File: config.mk
export PLATFORM = sky130hd
export DESIGN_NAME = addsub_pipe
export DESIGN_NICKNAME = d
export VERILOG_FILES = /design/src/rtl/addsub_pipe.sv
export SDC_FILE = /design/constraint.sdc
export NUM_CORES = 1
export LEC_CHECK = 0
export ABC_AREA = 1
export BUFFER_PORTS_ARGS = -buffer_cell sky130_fd_sc_hd__buf_2
export CAP_MARGIN = 20
export CORE_MARGIN = 5
export CORE_UTILIZATION = 30
export DETAILED_ROUTE_END_ITERATION = 8
export HOLD_SLACK_MARGIN = 0.05
export PLACE_DENSITY_LB_ADDON = 0.15
export SYNTH_ARGS = -nofsm -noshare
export SYNTH_HDL_FRONTEND = slang
export SYNTH_SLANG_ARGS = --single-unit
File: constraint.sdc
create_clock -name clk_i -period 2.69 [get_ports clk_i]
set_input_delay 0.1345 -clock clk_i [delete_from_list [all_inputs] [get_ports clk_i]]
set_output_delay 0.1345 -clock clk_i [all_outputs]
set_load 0.03 [all_outputs]
File: src/rtl/addsub_pipe.sv
// addsub_pipe: two-stage valid/ready wrapper around the lane ADDSUB adder.
// S1 registers the operand beat and drives ADDSUB combinationally. S2
// registers the result, the carry/borrow flag and the saturation flag for
// writeback.
// Optional feature macro: ALU_SAT_EN enables unsigned saturating add/sub
// (SADDU/SSUBU clamping, sat_o, sat_sticky_o). When it is undefined,
// SADDU decodes as ADD, SSUBU decodes as SUB, and the saturation outputs are tied 0.
module addsub_pipe #(
    parameter int unsigned DATA_WIDTH = 32
) (
    input  logic                  clk_i,
    input  logic                  rst_ni,
    input  logic                  in_valid_i,
    output logic                  in_ready_o,
    input  logic [2:0]            op_i,
    input  logic [DATA_WIDTH-1:0] vs2_i,
    input  logic [DATA_WIDTH-1:0] opnd_i,
    input  logic                  cin_i,
    output logic                  out_valid_o,
    input  logic                  out_ready_i,
    output logic [DATA_WIDTH-1:0] res_o,
    output logic                  co_o,
    output logic                  sat_o,
    output logic                  sat_sticky_o,
    input  logic                  sat_clr_i,
    output logic [DATA_WIDTH-1:0] as_a_o,
    output logic [DATA_WIDTH-1:0] as_b_o,
    output logic                  as_ci_o,
    output logic                  as_add_sub_o,
    input  logic [DATA_WIDTH-1:0] as_sum_i,
    input  logic                  as_co_i
);

    typedef enum logic [2:0] {
        OP_ADD   = 3'b000,
        OP_SUB   = 3'b001,
        OP_RSUB  = 3'b010,
        OP_ADC   = 3'b011,
        OP_SBC   = 3'b100,
        OP_SADDU = 3'b101,
        OP_SSUBU = 3'b110,
        OP_RSVD  = 3'b111
    } op_e;

    // Stage 1 (operand) state
    logic                  s1_valid_q, s1_valid_d;
    op_e                   s1_op_q,    s1_op_d;
    logic [DATA_WIDTH-1:0] s1_vs2_q,   s1_vs2_d;
    logic [DATA_WIDTH-1:0] s1_opnd_q,  s1_opnd_d;
    logic                  s1_cin_q,   s1_cin_d;

    // Stage 2 (result) state
    logic                  s2_valid_q, s2_valid_d;
    logic [DATA_WIDTH-1:0] res_q,      res_d;
    logic                  co_q,       co_d;

    logic s2_adv;
    logic accept;

    assign s2_adv     = ~s2_valid_q | out_ready_i;
    assign in_ready_o = rst_ni & (~s1_valid_q | s2_adv);
    assign accept     = in_valid_i & in_ready_o;

    // S1 next state: load on handshake, otherwise empty once the beat moves to S2
    always_comb begin
        s1_valid_d = s1_valid_q;
        s1_op_d    = s1_op_q;
        s1_vs2_d   = s1_vs2_q;
        s1_opnd_d  = s1_opnd_q;
        s1_cin_d   = s1_cin_q;
        if (accept) begin
            s1_valid_d = 1'b1;
            s1_op_d    = op_e'(op_i);
            s1_vs2_d   = vs2_i;
            s1_opnd_d  = opnd_i;
            s1_cin_d   = cin_i;
        end else if (s2_adv) begin
            s1_valid_d = 1'b0;
        end
    end

    // S1 registers with synchronous active-low reset
    always_ff @(posedge clk_i) begin
        if (!rst_ni) begin
            s1_valid_q <= 1'b0;
            s1_op_q    <= OP_ADD;
            s1_vs2_q   <= '0;
            s1_opnd_q  <= '0;
            s1_cin_q   <= 1'b0;
        end else begin
            s1_valid_q <= s1_valid_d;
            s1_op_q    <= s1_op_d;
            s1_vs2_q   <= s1_vs2_d;
            s1_opnd_q  <= s1_opnd_d;
            s1_cin_q   <= s1_cin_d;
        end
    end

    // ADDSUB operand/mode decode from registered S1 only
    always_comb begin
        as_a_o       = s1_vs2_q;
        as_b_o       = s1_opnd_q;
        as_ci_o      = 1'b0;
        as_add_sub_o = 1'b0;
        case (s1_op_q)
            OP_SUB: begin
                as_add_sub_o = 1'b1;
            end
            OP_RSUB: begin
                as_a_o       = s1_opnd_q;
                as_b_o       = s1_vs2_q;
                as_add_sub_o = 1'b1;
            end
            OP_ADC: begin
                as_ci_o = s1_cin_q;
            end
            OP_SBC: begin
                as_ci_o      = s1_cin_q;
                as_add_sub_o = 1'b1;
            end
            OP_SSUBU: begin
                as_add_sub_o = 1'b1;
            end
            default: begin
                // ADD, SADDU and the reserved code all add
            end
        endcase
    end

`ifdef ALU_SAT_EN
    logic sat_q, sat_d;
    logic sticky_q, sticky_d;

    // S2 next state with unsigned saturation clamp on SADDU/SSUBU
    always_comb begin
        s2_valid_d = s2_valid_q;
        res_d      = res_q;
        co_d       = co_q;
        sat_d      = sat_q;
        if (s2_adv) begin
            s2_valid_d = s1_valid_q;
            if (s1_valid_q) begin
                res_d = as_sum_i;
                co_d  = as_co_i;
                sat_d = 1'b0;
                if (s1_op_q == OP_SADDU && as_co_i) begin
                    res_d = '1;
                    sat_d = 1'b1;
                end else if (s1_op_q == OP_SSUBU && as_co_i) begin
                    res_d = '0;
                    sat_d = 1'b1;
                end
            end
        end
    end

    // Sticky vxsat: a saturating handshake in the same cycle as a clear keeps it set
    always_comb begin
        sticky_d = sticky_q;
        if (sat_clr_i) begin
            sticky_d = 1'b0;
        end
        if (s2_valid_q && out_ready_i && sat_q) begin
            sticky_d = 1'b1;
        end
    end

    // Saturation state registers
    always_ff @(posedge clk_i) begin
        if (!rst_ni) begin
            sat_q    <= 1'b0;
            sticky_q <= 1'b0;
        end else begin
            sat_q    <= sat_d;
            sticky_q <= sticky_d;
        end
    end

    assign sat_o        = sat_q;
    assign sat_sticky_o = sticky_q;
`else
    logic unused_sat_clr;

    // S2 next state: raw ADDSUB result and flag
    always_comb begin
        s2_valid_d = s2_valid_q;
        res_d      = res_q;
        co_d       = co_q;
        if (s2_adv) begin
            s2_valid_d = s1_valid_q;
            if (s1_valid_q) begin
                res_d = as_sum_i;
                co_d  = as_co_i;
            end
        end
    end

    assign unused_sat_clr = sat_clr_i;
    assign sat_o          = 1'b0;
    assign sat_sticky_o   = 1'b0;
`endif

    // S2 registers with synchronous active-low reset
    always_ff @(posedge clk_i) begin
        if (!rst_ni) begin
            s2_valid_q <= 1'b0;
            res_q      <= '0;
            co_q       <= 1'b0;
        end else begin
            s2_valid_q <= s2_valid_d;
            res_q      <= res_d;
            co_q       <= co_d;
        end
    end

    assign out_valid_o = s2_valid_q;
    assign res_o       = res_q;
    assign co_o        = co_q;

endmodule
==> out/results.ini, run 1 <==
[layout]
diodes = 0
final-seq-area_um2 = 2062
nets = 1189
nFillCells = 1863
area_delta_synth_final_pct = 39.11
post-route-util_pct = 42.43
drive_gt1_share_pct = 21.97
multi_input_area_um2 = 2385

[outcome]
outcome = complete, no violations

[logic_synthesis]
synth_mux_area_share_pct = 0
synth_area_leaders = dfxtp_1 39%, nand2_1 19%, inv_1 9.9%, nand4_1 8.1%, nor2_1 7.2%
ys_types = 16
synth_xor_area_share_pct = 0
synth_compound_area_share_pct = 6.807
synth_simple_gate_area_share_pct = 38.12
synth_top_area_share_pct = 39.09
synth_seq_area_share_pct = 39.09
netlist_area_um2 = 5275
synthAdderAreaFrac_pct = 0
synthCells = 857
synth_top_family_by_area = simple AND/OR/NAND/NOR gates
ys_ff_latch = 103
synth_warnings = 0
synth.avg_cell_area_um2 = 6.155
yosys.area.top_type = dfxtp_1

[sta]
slew_headroom_pct = 61.99
drv_slew = 0
rsz0062_at_grt = no
finalSetupViolCount = 0
fin_setup_tns_ps = 0
skew_ps = 6.720
tightest_slew_ps = 570.2
fin_crit_sh_pct = 79.36
fmax_mhz = 468.5
finalHoldViolations = 0
period_minus_slack_ps = 2135

[power]
power.leakage_nw = 4.340
power_density_nw_per_um2 = 570.6
ir_drop_uv = 291.0

[drt]
wl_um = 16970
drc = 0
ant_nets = 0
drt_iter0_markers = 269
wire_per_inst_um = 12.92
drt_first_pass_iters = 4
vias = 5643
vias_per_cell = 4.298

[worst_setup_path]
r2r-start = s1_valid_q
cp-start-kind = register
criticalPathCategory = register to output port
path_max_fanout = 55
worstPathRequired_ps = 2560
reg2reg_to = res_o[27]
worst_r2r_path_depth = 6
arrival_ps = 2000
cp-end-kind = output port
timing.reg2reg.setup_slack_ps = 1150

[floorplan]
dieArea_um2 = 20330
fp.dieW_um = 142.6
ios = 209
die_h_um = 142.6
placeableCoreArea_um2 = 17300
start_util_pct = 30.50
num_rows = 48

[placement]
portBuffers = 205
dpl.hpwl_um = 11420
gp_congestion = 0.7602

[min_path]
min_from = vs2_i[15]
hold_depth = 3
hold_end = s1_vs2_q[15]
min_path_type = primary input to register

[grt]
grt_first_pass_wirelength_um = 26740
antenna_found_initial = 2
grt_pass1_vias = 5219
grt_max_degree = 58
grt.overflow.total = 0
grt_use_total_pct = 16.14

[clocking]
tritoncts = built
clkLatencyLatePin_ps = 350
clk_pin_slew_ps = 70
cts-buffers-inserted = 9
post_cts_resized = 0
hold_buffers = 62
clock_sinks = 103
htreeDepth = 3
cts_post_setup_buffers_inserted = 0
cts-root-buf = clkbuf_16
cts_buffer_depth = 2

[run]
drv_cap = 0

## worst max-delay path, stage by stage (launching register included)
cell     delay [ps]
dfxtp_1         350
nor2_1          170
nand2_4         300
buf_12          300
o21ai_0         270
buf_2           260
## flip-flops by register name, indices dropped and copies added, names as in the netlist
signal	count
s1_cin_q	1
out_valid_o	1
s1_op_q	3
co_o	1
s1_valid_q	1
res_o	32
s1_opnd_q	32
s1_vs2_q	32
## area by class of cell
class	instances	share of cell area [%]
clock buffer	9	3.069
clock inverter	7	1.313
inverter	139	7.110
multi-input combinational	549	32.50
sequential	103	28.10
tap	225	3.836
timing repair buffer	281	24.07
## how the worst max path moves through the flow
stage,depth (start not counted),startpoint,endpoint
floorplan,5,s1_op_q[0],as_b_o[12]
global placement,5,s1_op_q[0],as_b_o[15]
detailed placement,6,s1_op_q[0],as_a_o[15]
CTS,6,s1_op_q[0],as_a_o[15]
global route,6,s1_op_q[0],as_a_o[15]
finish,5,s1_op_q[0],as_b_o[15]
## stage by stage
step                cell area [um2]  worst slack [ps]  power, mW  instances  hold WS, ps
floorplan                      5279              1080      2.409        858        289.4
global placement               6396             922.9      2.718       1235        379.0
detailed placement             6396             929.0      2.722       1235        379.2
CTS                            7338             540.4      4.256       1313        51.86
global route                   7338             394.0      4.412       1313        66.46
finish                         7338             555.3      4.187       1313        56.00
## cell usage after synthesis
cell type  count
a21oi_2        1
nand2_1      272
nand3_1       33
nand3_2        2
nor2_1       101
o21ai_0       35
buf_6          2
conb_1         1
buf_4          5
clkbuf_1      24
buf_1         10
buf_2         26
inv_1        139
dfxtp_1      103
a21oi_1       35
nand4_1       68
## per-layer routing
layer | global-route usage, % | up-vias | wire length [um]
li1 | - | 3077 | -
met1 | 22.36 | 2402 | 8024
met2 | 23.99 | 141 | 7319
met3 | 5.645 | 19 | 1382
met4 | 4.152 | 4 | 219
met5 | 0 | - | 21
## kinds of logic (layout without fill, tap and decap cells)
family | after synthesis | after routing
buffers and inverters | 206 | 436
AOI/OAI and AO/OA | 71 | 71
DFF | 103 | 103
other | 1 | 2
and+or+nand+nor | 476 | 476
## power breakdown
part / total (mW) / internal, mW / leakage (nW) / switching, mW
clock: 1.43 / 0.818 / 0.148 / 0.616
combinational: 1.05 / 0.357 / 3.34 / 0.690
sequential: 1.71 / 1.64 / 0.851 / 0.0690
total: 4.19 / 2.81 / 4.34 / 1.38
## placed cells by master (no fill, tap or decap)
| cell | instances |
|---|---|
| nand2_1 | 271 |
| buf_2 | 204 |
| inv_1 | 139 |
| dfxtp_1 | 103 |
| nor2_1 | 101 |
| nand4_1 | 68 |
| dlygate4sd3_1 | 62 |
| a21oi_1 | 35 |
| o21ai_0 | 35 |
| nand3_1 | 33 |
| buf_4 | 14 |
| clkbuf_16 | 9 |
| clkinvlp_4 | 3 |
| nand3_2 | 2 |
| conb_1 | 2 |
| bufinv_16 | 2 |
| nand2_4 | 1 |
| a21oi_2 | 1 |
| clkinv_2 | 1 |
| inv_6 | 1 |
| buf_12 | 1 |
Note: power is estimated with default switching activity, not from simulation.
==> run 2: changes to the inputs <==
==> constraint.sdc (replaced) <==
create_clock -name clk_i -period 2.05 [get_ports clk_i]
set_input_delay 0.1025 -clock clk_i [delete_from_list [all_inputs] [get_ports clk_i]]
set_output_delay 0.1025 -clock clk_i [all_outputs]
set_load 0.03 [all_outputs]
==> out/results.ini, run 2 (synthesis gave the netlist of run 1 again) <==
[grt]
grt_use_total_pct = 16.10  ; was 16.14%
grt_max_degree = 63  ; was 58
grt.overflow.total = 0  ; unchanged
grt_first_pass_wirelength_um = 26550  ; was 26740 um
grt_pass1_vias = 5233  ; was 5219
antenna_found_initial = 2  ; unchanged

[layout]
drive_gt1_share_pct = 22.13  ; was 21.97%
area_delta_synth_final_pct = 41.58  ; was 39.11%
final_cell_mix = 271 x nand2_1, 204 x buf_2, 139 x inv_1, 103 x dfxtp_1, 100 x nor2_1  ; was 271 x nand2_1, 204 x buf_2, 139 x inv_1, 103 x dfxtp_1, 101 x nor2_1
instances_no_fill = 1325  ; was 1313
nets = 1199  ; was 1189
post-route-util_pct = 43.18  ; was 42.43%
design_area_um2 = 7468  ; was 7338 um2
final_common_cell = nand2_1  ; unchanged

[clocking]
tritoncts = built  ; unchanged
cts_buffer_depth = 2  ; unchanged
cts-root-buf = clkbuf_16  ; unchanged
cts-buffers-inserted = 9  ; unchanged
clkLatencyLatePin_ps = 360  ; was 350 ps
htreeDepth = 3  ; unchanged
clock_sinks = 103  ; unchanged
clk_pin_slew_ps = 80  ; was 70 ps
cts_post_setup_buffers_inserted = 0  ; unchanged

[floorplan]
placeableCoreArea_um2 = 17300  ; unchanged
dieArea_um2 = 20330  ; unchanged
ios = 209  ; unchanged
start_util_pct = 30.50  ; unchanged
fp.dieW_um = 142.6  ; unchanged
die_h_um = 142.6  ; unchanged
num_rows = 48  ; unchanged

[drt]
wl_um = 16730  ; was 16970 um
drt_iter0_markers = 265  ; was 269
drt_first_pass_iters = 4  ; unchanged
vias = 5681  ; was 5643
drc = 0  ; unchanged
ant_nets = 0  ; unchanged
wire_per_inst_um = 12.62  ; was 12.92 um
vias_per_cell = 4.288  ; was 4.298

[placement]
placedCellCount = 1237  ; was 1235
portBuffers = 205  ; unchanged
dpl.hpwl_um = 11370  ; was 11420 um
post_dp_cell_area_um2 = 6449  ; was 6396 um2
pre_cts_ws_ps = 470.0  ; was 929.0 ps
gp_congestion = 0.7908  ; was 0.7602

[power]
power_frac_comb_pct = 25.8  ; was 25.0%
swShare_pct = 33.68  ; was 32.85%
power_density_nw_per_um2 = 727.3  ; was 570.6 nW/um2
power.net_switching_mw = 1.829  ; was 1.375 mW
internal_power_mw = 3.602  ; was 2.812 mW
finalPower_mw = 5.432  ; was 4.187 mW
power.leakage_nw = 4.395  ; was 4.340 nW
clockPowerShare_pct = 33.0  ; was 34.3%
ir_drop_uv = 382.2  ; was 291.0 uV
power_frac_seq_pct = 41.2  ; was 40.7%

[sta]
fmax_mhz = 529.3
fin_hold_ws_ps = 72.12  ; was 56.00 ps
fin_crit_sh_pct = 92.16
finalHoldViolations = 0  ; unchanged
worst_slack_ps = 160.7  ; was 555.3 ps
period_minus_slack_ps = 1889
drv_slew = 0  ; unchanged
finalSetupViolCount = 0  ; unchanged
skew_ps = 13.05  ; was 6.720 ps
fin_setup_tns_ps = 0  ; unchanged
rsz0062_at_grt = no  ; unchanged

[worst_setup_path]
path_cells = nor2_2 -> nand2_4 -> buf_16 -> o21ai_0 -> buf_2  ; was nor2_1 -> nand2_4 -> buf_12 -> o21ai_0 -> buf_2
arrival_ps = 1790  ; was 2000 ps
critPathTopFamily = buffers and inverters  ; unchanged
cp-end-kind = output port  ; unchanged
worstPathRequired_ps = 1950  ; was 2560 ps
cp_num_cells = 5  ; unchanged
worst_r2r_path_depth = 5  ; was 6
critical_path_buf_inv_count = 2  ; unchanged
max_stage_delay_ps = 360  ; was 350 ps
criticalPathCategory = register to output port  ; unchanged
cp-start-kind = register  ; unchanged
cp_slowest_cell = dfxtp_1  ; unchanged
path_max_fanout = 60  ; was 55

[min_path]
hold_depth = 5  ; was 3
min_path_type = primary input to register  ; unchanged

[run]
drv_cap = 0  ; unchanged

[outcome]
outcome = complete, no violations  ; unchanged

-- run 2: final timing paths --
kind / startpoint / endpoint / slack (ps)
hold reg to reg: res_o[3] / res_o[3] / 470
setup reg to reg: out_valid_o / s1_vs2_q[13] / 530
setup / recovery: s1_op_q[0] / as_a_o[27] / 160
hold / removal: as_sum_i[11] / res_o[11] / 70
-- run 2: what timing repair did --
item,4_1_cts,5_1_grt
hold buffers,69,0
setup endpoints to repair,0,5
resized for setup,0,3
endpoints found under the hold margin,69,0
-- run 2: power groups by stage --
stage	Sequential [mW]	Combinational [mW]	Clock (mW)
2_1_floorplan	2.36	0.801	0
3_3_place_gp	2.28	1.30	0
3_5_place_dp	2.28	1.30	0
4_1_cts	2.24	1.41	1.87
5_1_grt	2.26	1.54	1.94
6_report	2.24	1.40	1.79
-- run 2: layout make-up --
| cell class | instances | area, um2 |
|---|---|---|
| antenna | 2 | 5.005 |
| clock buffer | 9 | 225.2 |
| clock inverter | 7 | 78.83 |
| fill | 1888 | 9828 |
| inverter | 139 | 521.8 |
| multi-input combinational | 550 | 2394 |
| sequential | 103 | 2062 |
| tap | 225 | 281.5 |
| timing repair buffer | 290 | 1901 |
-- run 2: routing by layer --
metal / up-vias / track usage (%) / wire (um)
met5: - / 0 / 0
met4: 0 / 4.302 / 180
met3: 12 / 6.048 / 1275
met2: 161 / 23.94 / 7313
met1: 2403 / 21.96 / 7956
li1: 3105 / - / -
-- run 2: worst register-to-register path: cells and delay by family (launching register included) --
family / cells / cell delay, ps
flops: 1 / 400
simple gates: 4 / 670
buf+inv: 1 / 390
==> run 3: changes to the inputs <==
--- a/config.mk
+++ b/config.mk
@@ -11,8 +11,10 @@
 export CORE_MARGIN = 5
 export CORE_UTILIZATION = 30
 export DETAILED_ROUTE_END_ITERATION = 8
+export GPL_ROUTABILITY_DRIVEN = 1
 export HOLD_SLACK_MARGIN = 0.05
 export PLACE_DENSITY_LB_ADDON = 0.15
+export REMOVE_ABC_BUFFERS = 1
 export SYNTH_ARGS = -nofsm -noshare
 export SYNTH_HDL_FRONTEND = slang
 export SYNTH_SLANG_ARGS = --single-unit
==> out/results.ini, run 3 (synthesis gave the netlist of run 1 again) <==
[layout]
design_area_um2 = 7516  ; was 7468 um2
final-seq-area_um2 = 2062  ; unchanged
final_common_cell = nand2_1  ; unchanged
area_delta_synth_final_pct = 42.48  ; was 41.58%
multi_input_area_um2 = 2415  ; was 2394 um2
nFillCells = 1915  ; was 1888
post-route-util_pct = 43.45  ; was 43.18%
drive_gt1_share_pct = 21.79  ; was 22.13%
final_cell_mix = 271 x nand2_1, 204 x buf_2, 139 x inv_1, 103 x dfxtp_1, 100 x nor2_1  ; unchanged
nets = 1193  ; was 1199

[worst_setup_path]
path_max_fanout = 36  ; was 60
worstPathRequired_ps = 1950  ; about the same
cp-start-kind = register  ; unchanged
criticalPathCategory = register to output port  ; unchanged
arrival_ps = 1810  ; was 1790 ps
cp-end-kind = output port  ; unchanged

[placement]
pre_cts_ws_ps = 481.7  ; was 470.0 ps
dpl.hpwl_um = 10190  ; was 11370 um
portBuffers = 205  ; unchanged
gp_congestion = 0.7217  ; was 0.7908
post_dp_cell_area_um2 = 6449  ; unchanged

[clocking]
htreeDepth = 3  ; unchanged
clock_sinks = 103  ; unchanged
clkLatencyLatePin_ps = 350  ; was 360 ps
clk_pin_slew_ps = 70  ; was 80 ps
cts-buffers-inserted = 9  ; unchanged
cts-root-buf = clkbuf_16  ; unchanged
tritoncts = built  ; unchanged
cts_buffer_depth = 2  ; unchanged

[drt]
ant_nets = 0  ; unchanged
drt_iter0_markers = 226  ; was 265
drc = 0  ; unchanged
vias_per_cell = 4.385  ; was 4.288
wl_um = 16500  ; was 16730 um
drt_first_pass_iters = 4  ; unchanged
vias = 5779  ; was 5681
wire_per_inst_um = 12.52  ; was 12.62 um

[sta]
finalSetupViolCount = 0  ; unchanged
rsz0062_at_grt = no  ; unchanged
fin_crit_sh_pct = 93.43  ; was 92.16%
drv_slew = 0  ; unchanged
slew_headroom_pct = 48.20
period_minus_slack_ps = 1915  ; was 1889 ps
worst_slack_ps = 134.7  ; was 160.7 ps
fmax_mhz = 522.1  ; was 529.3 MHz
finalHoldViolations = 0  ; unchanged
tightest_slew_ps = 777.0
fin_setup_tns_ps = 0  ; unchanged
skew_ps = 9.577  ; was 13.05 ps

[grt]
grt_max_degree = 172  ; was 63
grt.overflow.total = 0  ; unchanged
grt_use_total_pct = 15.52  ; was 16.10%
antenna_found_initial = 1  ; was 2
grt_first_pass_wirelength_um = 26010  ; was 26550 um
grt_pass1_vias = 5326  ; was 5233

[power]
power_density_nw_per_um2 = 739.7  ; was 727.3 nW/um2
power.leakage_nw = 4.409  ; was 4.395 nW
ir_drop_uv = 370.1  ; was 382.2 uV

[floorplan]
start_util_pct = 30.50  ; unchanged
num_rows = 48  ; unchanged
fp.dieW_um = 142.6  ; unchanged
ios = 209  ; unchanged
die_h_um = 142.6  ; unchanged
dieArea_um2 = 20330  ; unchanged
placeableCoreArea_um2 = 17300  ; unchanged

[min_path]
min_path_type = primary input to register  ; unchanged

[run]
drv_cap = 0  ; unchanged

[outcome]
outcome = complete, no violations  ; unchanged

run 3: cell types whose count changed in the layout (fill, tap and decap cells not counted), sizes merged:
cell,change
buf,-6
clkbuf,+2
bufinv,+1
clkinvlp,-1
diode,-1
dlygate4sd3,-1
inv,-1
run 3: through the flow:
stage               cells  hold slack [ps]  power [mW]
CTS                  1315            61.51       5.623
global placement     1231            341.8       3.569
detailed placement   1231            348.0       3.576
finish               1318            75.96       5.559
global route         1318            80.44       5.882
floorplan             791            228.6       3.074
run 3: final timing paths:
| kind | from | to | slack, ps | cells past startpoint |
|---|---|---|---|---|
| worst min-delay path | as_sum_i[18] | res_o[18] | 80 | 5 |
| worst max register to register | out_valid_o | s1_opnd_q[16] | 570 | 5 |
| worst max-delay path | s1_op_q[1] | as_b_o[13] | 130 | 4 |
| worst min register to register | res_o[24] | res_o[24] | 470 | 2 |
run 3: layer usage:
metal / track usage (%) / wire length (um) / vias up
met2: 24.78 / 7155 / 167
met4: 4.802 / 206 / 0
met3: 4.872 / 1362 / 15
li1: - / - / 3089
met1: 20.06 / 7773 / 2508
met5: 0 / 0 / -
run 3: area by class of cell:
class | count | area share, %
flip-flops and latches | 103 | 27.43
inverters | 139 | 6.942
clock buffers | 10 | 3.180
repair buffers | 284 | 25.34
diodes | 1 | 0.03329
well taps | 225 | 3.746
clock inverters | 6 | 1.199
multi-input cells | 550 | 32.13
run 3: report_power, final:
group | internal, mW | switching, mW
registers | 2.15 | 0.0872
clock network | 1.11 | 0.806
logic | 0.497 | 0.909
run 3: worst max-delay path, cell delays in order, from the launching register on:
cell and delay (ps):
dfxtp_1 550, nand2_8 190, clkbuf_16 250, o21ai_0 210, buf_2 260
run 3: repair_timing:
item	in CTS	in global routing
buffers inserted	0	0
resized for setup	0	4
hold buffers	68	0
setup endpoints to repair	0	10
endpoints found under the hold margin	68	0
